$ cat src/rtl/cskip_pkg.sv
// Shared definitions for the block-serial carry-skip subtractor: default
// sizes, the control state encoding and the counter width helpers.
package cskip_pkg;

   localparam int CSKIP_WIDTH = 16;
   localparam int CSKIP_BLOCK = 4;

   typedef enum logic [1:0] {
      IDLE = 2'd0,
      RUN  = 2'd1,
      DONE = 2'd2
   } state_t;

   // Width able to hold the values 0..nblk (the skip counter).
   function automatic int skip_count_width(input int nblk);
      return (nblk < 1) ? 1 : $clog2(nblk + 1);
   endfunction

   // Width of the slice index; kept at least one bit for the single-slice case.
   function automatic int index_width(input int nblk);
      return (nblk <= 1) ? 1 : $clog2(nblk);
   endfunction

endpackage

$ cat src/rtl/cskip_slice_sub.sv
// One carry-skip slice: ripple chain over BLOCK bits, a propagate AND and a
// 2:1 mux that lets the incoming carry bypass the ripple when every bit propagates.
module cskip_slice_sub #(
   parameter int BLOCK = 4
) (
   input  logic [BLOCK-1:0] a,
   input  logic [BLOCK-1:0] b_inv,
   input  logic             cin,
   output logic [BLOCK-1:0] sum,
   output logic             cout_skip,
   output logic             p
);

   logic [BLOCK:0]   carry;
   logic [BLOCK-1:0] prop;

   assign carry[0] = cin;

   for (genvar gi = 0; gi < BLOCK; gi++) begin : g_ripple
      assign prop[gi]      = a[gi] ^ b_inv[gi];
      assign sum[gi]       = prop[gi] ^ carry[gi];
      assign carry[gi+1]   = (a[gi] & b_inv[gi]) | (prop[gi] & carry[gi]);
   end

   assign p = &prop;
   // When all bits propagate the ripple output equals cin anyway; the mux only shortens the path.
   assign cout_skip = p ? cin : carry[BLOCK];

endmodule

$ cat src/rtl/cskip_sub_serial.sv
// Block-serial subtractor: A - B computed one carry-skip slice per clock,
// with valid/ready on both sides and a count of slices that took the skip path.
module cskip_sub_serial
   import cskip_pkg::*;
#(
   parameter int WIDTH = CSKIP_WIDTH,
   parameter int BLOCK = CSKIP_BLOCK
) (
   input  logic                                          i_clk,
   input  logic                                          i_rst,
   input  logic                                          i_valid,
   output logic                                          o_ready,
   input  logic [WIDTH-1:0]                              i_minuend,
   input  logic [WIDTH-1:0]                              i_subtrahend,
   output logic                                          o_valid,
   input  logic                                          i_ready,
   output logic [WIDTH-1:0]                              o_result,
   output logic                                          o_borrow,
   output logic                                          o_overflow,
   output logic [skip_count_width(WIDTH/BLOCK)-1:0]      o_skip_count
);

   localparam int NBLK = WIDTH / BLOCK;
   localparam int CW   = skip_count_width(NBLK);
   localparam int KW   = index_width(NBLK);

   state_t state_reg, state_next;

   logic [WIDTH-1:0] a_reg;
   logic [WIDTH-1:0] b_inv_reg;
   logic [WIDTH-1:0] result_reg;
   logic             a_msb_reg;
   logic             b_msb_reg;
   logic             carry_reg;
   logic [KW-1:0]    k_reg;
   logic [CW-1:0]    skip_reg;
   logic             borrow_reg;
   logic             overflow_reg;

   logic [BLOCK-1:0] slice_sum;
   logic             slice_cout;
   logic             slice_p;
   logic             last_slice;

   assign last_slice = (k_reg == KW'(NBLK - 1));

   cskip_slice_sub #(
      .BLOCK (BLOCK)
   ) u_slice (
      .a         (a_reg[k_reg*BLOCK +: BLOCK]),
      .b_inv     (b_inv_reg[k_reg*BLOCK +: BLOCK]),
      .cin       (carry_reg),
      .sum       (slice_sum),
      .cout_skip (slice_cout),
      .p         (slice_p)
   );

   always_ff @(posedge i_clk) begin
      if (i_rst) begin
         state_reg <= IDLE;
      end else begin
         state_reg <= state_next;
      end
   end

   always_comb begin
      state_next = state_reg;
      case (state_reg)
         IDLE:    if (i_valid)    state_next = RUN;
         RUN:     if (last_slice) state_next = DONE;
         DONE:    if (i_ready)    state_next = IDLE;
         default:                 state_next = IDLE;
      endcase
   end

   always_ff @(posedge i_clk) begin
      if (i_rst) begin
         a_reg        <= '0;
         b_inv_reg    <= '0;
         result_reg   <= '0;
         a_msb_reg    <= 1'b0;
         b_msb_reg    <= 1'b0;
         carry_reg    <= 1'b0;
         k_reg        <= '0;
         skip_reg     <= '0;
         borrow_reg   <= 1'b0;
         overflow_reg <= 1'b0;
      end else begin
         case (state_reg)
            IDLE: begin
               if (i_valid) begin
                  a_reg        <= i_minuend;
                  b_inv_reg    <= ~i_subtrahend;
                  a_msb_reg    <= i_minuend[WIDTH-1];
                  b_msb_reg    <= i_subtrahend[WIDTH-1];
                  carry_reg    <= 1'b1;
                  k_reg        <= '0;
                  skip_reg     <= '0;
                  borrow_reg   <= 1'b0;
                  overflow_reg <= 1'b0;
               end
            end
            RUN: begin
               result_reg[k_reg*BLOCK +: BLOCK] <= slice_sum;
               carry_reg <= slice_cout;
               skip_reg  <= skip_reg + CW'(slice_p);
               k_reg     <= k_reg + KW'(1);
               // Flags are settled on the final slice so DONE only presents registers.
               if (last_slice) begin
                  borrow_reg   <= ~slice_cout;
                  overflow_reg <= (a_msb_reg ^ b_msb_reg) & (slice_sum[BLOCK-1] ^ a_msb_reg);
               end
            end
            default: ;
         endcase
      end
   end

   assign o_ready      = (state_reg == IDLE);
   assign o_valid      = (state_reg == DONE);
   assign o_result     = result_reg;
   assign o_borrow     = borrow_reg;
   assign o_overflow   = overflow_reg;
   assign o_skip_count = skip_reg;

endmodule

$ cat config.mk
export PLATFORM = sky130hd
export DESIGN_NAME = cskip_sub_serial
export DESIGN_NICKNAME = d
export VERILOG_FILES = /design/src/rtl/cskip_pkg.sv /design/src/rtl/cskip_slice_sub.sv /design/src/rtl/cskip_sub_serial.sv
export SDC_FILE = /design/constraint.sdc
export NUM_CORES = 1
export LEC_CHECK = 0
export ABC_AREA = 1
export BUFFER_PORTS_ARGS = -buffer_cell sky130_fd_sc_hd__buf_2
export CORE_ASPECT_RATIO = 1.25
export CORE_MARGIN = 4
export CORE_UTILIZATION = 45
export DETAILED_ROUTE_END_ITERATION = 16
export PLACE_DENSITY = 0.65
export SYNTH_ARGS = -nofsm -noshare
export SYNTH_HDL_FRONTEND = slang
export SYNTH_HIERARCHICAL = 1
export SYNTH_SLANG_ARGS = --single-unit
$ cat constraint.sdc
create_clock -name i_clk -period 5.4 [get_ports i_clk]
set_input_delay 0.54 -clock i_clk [delete_from_list [all_inputs] [get_ports i_clk]]
set_output_delay 0.54 -clock i_clk [all_outputs]
set_load 0.02 [all_outputs]
==> results.toml, run 1 <==
[sta]
slew_violations = 0
rsz0062_at_grt = "no"
fmax_mhz = 272
finalCriticalPeriod_ns = 3.67
setup_violations = 0
fin_skew_ns = 0.00445
relSlewSlack_pct = 43.3
holdWs_ns = 0.431
setup-tns-final_ns = 0
final_hold_viol_count = 0
fin_crit_sh_pct = 68.0
worstMarginPinSlew_ns = 0.846
fin_ws_ns = 1.73

[logic_synthesis]
ys_seq_area_share_pct = 42.5
synth_fa_ha_area_share_pct = 7.83
syn-num-nets = 442
synth_top_family_by_area = "simple AND/OR/NAND/NOR gates"
synthMuxAreaShare_pct = 0
synthCells = 391
ys_seq_elements = 59
synth.avg_cell_area_um2 = 7.11
ys_warn_count = 6
synth_xor_area_share_pct = 0.315
synth_compound_area_share_pct = 13.2
synth_area_mm2 = 0.00278
synthDistinctLibCells = 24
synth_simple_gate_area_share_pct = 28.1

[setup_path]
reg2reg_slack_ns = 1.73
crit_path_frequent_cell = "inv_1"
criticalPathCategory = "register to register"
crit_fanout = 25
path_cells = "inv_2 > o21ai_0 > o22ai_1 > inv_1 > fa_1 > inv_1 > fa_1 > fa_1 > inv_1 > fa_1 > inv_1 > inv_1 > nor3_1 > nand2_1 > a21oi_1"
cp_slowest_stage_delay_ns = 0.76
crit_arrival_ns = 3.94
reg2reg_from = "k_reg[0]"
required_ns = 5.67
rr_endpoint = "o_result[7]"
r2r_cells = 15
endpoint_kind = "register"
cpMaxStageDelayCell = "dfxtp_1"
start_kind = "register"

[placement]
place_inst = 511
gp_congestion = 0.800
io_buffers = 58
dp_hpwl_um = 4470
dp_slack_ns = 1.79
placed_area_mm2 = 0.00305

[global_routing]
grt_max_degree = 49
antenna_found_initial = 0
grt_first_pass_wirelength_um = 10300
grt_remaining_overflow = 0
grt_usage_pct = 17.6
grt_pass1_vias = 2326

[drt]
first_pass_iters = 4
drt_wl_total_um = 6170
wl_per_cell_um = 11.7
drc = 0
drtIter0Drc = 112
antenna_left = 0
viasPerCell = 4.75
via_count = 2497

[power]
switching_power_mw = 0.300
ir_drop_uv = 201
sw_frac_of_total_pct = 28.2
leakage_nw = 1.53
p_per_area_mw_per_mm2 = 328
power.share.sequential_pct = 45.4
combPwrFrac_pct = 17.3
power_frac_clock_pct = 37.3
totalPowerFinal_mw = 1.06
p_int_mw = 0.765

[floorplanning]
chipHeight_um = 95.9
top_level_ports = 59
rows = 31
die-area_mm2 = 0.00751
die_w_um = 78.3
core_area_mm2 = 0.00590
start_util_pct = 47.2

[final_layout]
area_delta_synth_final_pct = 16.8
final_cell_area_mm2 = 0.00325
utilization_pct = 55.1
stdcell_count = 526
diodes = 0
multiInputGateArea_mm2 = 0.00138
layout.nets = 491
regArea_mm2 = 0.00118
final_layout_size_suffix_gt1_share_pct = 17.6
num-fill-cells = 637

[status]
outcome = "completed"

[clocking]
cts_hold_buffers = 0
post_cts_resized = 0
cts.clk_slew.worst_paths_ns = 0.06
clock_tree.buffer_depth = 2
post_cts_buffers = 0
htreeDepth = 3
cts_tree = "done"
cts_sinks = 59
ctsRootBufferMaster = "clkbuf_8"
clk_latency_ns = 0.34
cts_made_buffers = 9

[worst_hold_path]
hold_start = "i_subtrahend[13]"
min_to = "b_inv_reg[13]"
holdPathStages = 4
hold_path.class = "input port to register"

[flow_run]
maxCapViolations = 0
[how the worst max path moves through the flow]
stage / from / to / cells past startpoint
6_report: k_reg[0] / o_result[7] / 15
5_1_grt: k_reg[0] / o_result[7] / 15
4_1_cts: k_reg[0] / o_result[15] / 15
3_5_place_dp: k_reg[0] / o_result[7] / 15
3_3_place_gp: k_reg[0] / o_result[7] / 15
2_1_floorplan: k_reg[1] / o_result[15] / 16
[critical path: cells and delay by family, from the launching register on]
kind	cells	cell delay [ns]
flops	1	0.76
fa+ha+maj	4	1.31
simple gates	2	0.28
compound gates	3	0.49
buf+inv	6	0.74
[placed cells by master (no fill, tap or decap), drive strengths merged]
master,n
fa,4
inv,27
clkbuf,13
nand3,9
bufinv,1
o21a,1
xor2,1
ha,11
o21ai,36
o22ai,8
dfxtp,59
a21oi,26
nand2,91
nor3,3
clkinv,2
buf,58
nor2,94
[cell type report]
type                    count  area share [%]
inverters                  28            3.24
clock buffers              13            4.89
multi-input cells         284            42.3
repair buffers             58            8.94
well taps                  82            3.16
clock inverters             2            1.08
flip-flops and latches     59            36.4
[power by group through the flow]
| stage | registers [mW] | logic, mW | clock network, mW |
|---|---|---|---|
| after floorplan | 0.488 | 0.145 | 0 |
| after global placement | 0.493 | 0.181 | 0 |
| after detailed placement | 0.493 | 0.185 | 0 |
| after CTS | 0.484 | 0.186 | 0.405 |
| after global routing | 0.487 | 0.219 | 0.422 |
| final | 0.484 | 0.184 | 0.397 |
[synth_stat cells]
master	number	area [µm²]
ha_1	11	138
buf_6	3	33.8
dfxtp_1	59	1180
xor2_1	1	8.76
clkinv_1	1	3.75
nor2_8	1	20.0
o21ai_1	1	5.00
buf_2	8	40.0
inv_2	3	11.3
o21ai_0	35	175
o21a_1	1	7.51
nand2_1	90	338
a21oi_1	26	130
buf_8	1	15.0
nand2_2	1	6.26
nor2_2	1	6.26
nand3_1	8	40.0
o22ai_1	8	50.1
nor2_1	92	345
clkbuf_1	8	30.0
fa_1	4	80.1
nand3_2	1	10.0
nor3_1	3	15.0
inv_1	24	90.1
[cells by family (layout without fill, tap and decap cells)]
kind of cell    after synthesis  after routing
xor+xnor                      1              1
buf+inv                      48            101
simple gates                197            197
compound gates               71             71
flops                        59             59
fa+ha+maj                    15             15
[layer usage]
| metal | vias to the layer above | share of wire (%) | global-route usage (%) |
|---|---|---|---|
| met5 | - | 0 | 0 |
| met1 | 1089 | 43 | 19.5 |
| met3 | 16 | 5.4 | 3.65 |
| li1 | 1327 | - | - |
| met2 | 65 | 49 | 31.0 |
| met4 | 0 | 3.1 | 11.1 |
Power figures use the tool's default switching activity.
==> inputs of run 2 (changes only) <==
==> constraint.sdc (replaced) <==
create_clock -name i_clk -period 3.5 [get_ports i_clk]
set_input_delay 0.35 -clock i_clk [delete_from_list [all_inputs] [get_ports i_clk]]
set_output_delay 0.35 -clock i_clk [all_outputs]
set_load 0.02 [all_outputs]
==> run 2 against run 1 <==
Compared with the run above: power is 68% higher; sequential cell count is the same; clock power rose by 90%; via count grew 1.1%; global-route usage up 0.59 points; core utilization increased by 1.3 points; final area up 2.4%; hold slack lost 0.19 ns; cell count is 0.95% higher; register-to-register slack got worse by 1.4 ns; routed wire length grew 2.0%.
==> results.toml, run 2 (same netlist as run 1, synthesis figures left out) <==
[setup_path]
path_cells = "inv_2 > o21ai_0 > o22ai_1 > inv_1 > fa_1 > inv_1 > fa_1 > fa_1 > inv_1 > fa_1 > inv_1 > inv_1 > nor3_1 > nand2_1 > a21oi_1"
cpMaxStageDelayCell = "dfxtp_1"
start_kind = "register"
crit_fanout = 25
required_ns = 3.78
crit_arrival_ns = 3.45
cp_slowest_stage_delay_ns = 0.46
crit_path_frequent_cell = "inv_1"
criticalPathCategory = "register to register"
endpoint_kind = "register"

[clocking]
htreeDepth = 3
clock_tree.buffer_depth = 2
cts_tree = "done"
clk_latency_ns = 0.35
cts.clk_slew.worst_paths_ns = 0.07
cts_made_buffers = 9
ctsRootBufferMaster = "clkbuf_8"
post_cts_buffers = 0
post_cts_resized = 0
cts_sinks = 59
cts_hold_buffers = 0

[global_routing]
grt_max_degree = 49
grt_remaining_overflow = 0
grt_first_pass_wirelength_um = 10500
grt_pass1_vias = 2430
antenna_found_initial = 0
grt_usage_pct = 18.2

[sta]
setup_violations = 0
finalCriticalPeriod_ns = 3.18
fmax_mhz = 315
final_hold_viol_count = 0
rsz0062_at_grt = "no"
relSlewSlack_pct = 51.6
slew_violations = 0
fin_skew_ns = 0.0101
fin_crit_sh_pct = 90.8
worstMarginPinSlew_ns = 0.725
setup-tns-final_ns = 0

[drt]
viasPerCell = 4.76
wl_per_cell_um = 11.9
via_count = 2525
antenna_left = 0
drtIter0Drc = 153
drc = 0
drt_wl_total_um = 6300
first_pass_iters = 4

[power]
p_per_area_mw_per_mm2 = 538
ir_drop_uv = 303
leakage_nw = 1.58
totalPowerFinal_mw = 1.79

[floorplanning]
core_area_mm2 = 0.00590
top_level_ports = 59
die_w_um = 78.3
start_util_pct = 47.2
rows = 31
die-area_mm2 = 0.00751
chipHeight_um = 95.9

[status]
outcome = "completed"

[final_layout]
diodes = 0
final_common_cell = "nor2_1"
layout.nets = 495
final_layout_size_suffix_gt1_share_pct = 18.7
final_cell_mix = "92 x nor2_1, 90 x nand2_1, 59 x dfxtp_1"
num-fill-cells = 587
area_delta_synth_final_pct = 19.6

[worst_hold_path]
hold_path.class = "input port to register"

[placement]
gp_congestion = 0.884
dp_hpwl_um = 4650
io_buffers = 58

[flow_run]
maxCapViolations = 0
-- run 2: cell count changes in the layout (fill, tap and decap cells not counted), sizes merged --
cell	delta
clkbuf	-2
bufinv	+2
buf	+4
clkinv	+1
-- run 2: report_power, final --
| group | internal, mW | switching, mW | total (mW) |
|---|---|---|---|
| logic | 0.107 | 0.185 | 0.291 |
| clock network | 0.490 | 0.265 | 0.755 |
| registers | 0.714 | 0.0296 | 0.743 |
-- run 2: critical path, delay by kind of cell, from the launching register on --
kind,cells,cell delay (ns)
compound gates,3,0.45
buf+inv,6,0.59
fa+ha+maj,4,1.33
flops,1,0.46
simple gates,2,0.27
-- run 2: area by class of cell --
cell class	count	area (µm²)	share of cell area [%]
clock buffers	11	141	4.25
clock inverters	5	100	3.01
inverters	28	105	3.16
multi-input cells	284	1380	41.3
flip-flops and latches	59	1180	35.5
well taps	82	103	3.09
repair buffers	62	320	9.63
-- run 2: routing by layer --
metal,part of all wire (%),wire (µm),vias to the layer above,global-route usage (%)
met2,49,3070,68,31.8
met5,0,0,-,0
met3,4.9,307,20,4.49
met4,3.8,239,0,12.0
li1,-,-,1333,-
met1,43,2680,1104,19.7
-- run 2: worst paths after layout --
path	cells past startpoint	from	endpoint	slack (ns)
min	4	i_subtrahend[1]	b_inv_reg[1]	0.24
max	15	k_reg[0]	o_result[7]	0.32
max reg2reg	15	k_reg[0]	o_result[7]	0.32
min reg2reg	2	o_result[8]	o_result[8]	0.46
-- run 2: per-stage QoR --
| stage | setup WS [ns] | cell area [µm²] | std cells | hold slack [ns] | utilization [%] |
|---|---|---|---|---|---|
| 6_report | 0.322 | 3330 | 531 | 0.242 | 56.4 |
| 5_1_grt | 0.00652 | 3330 | 531 | 0.243 | 56.4 |
| 4_1_cts | 0.352 | 3330 | 531 | 0.231 | 56.4 |
| 3_5_place_dp | 0.369 | 3080 | 515 | 0.454 | 52.3 |
| 3_3_place_gp | 0.436 | 3080 | 515 | 0.451 | 52.3 |
| 2_1_floorplan | 0.586 | 2780 | 391 | 0.438 | - |
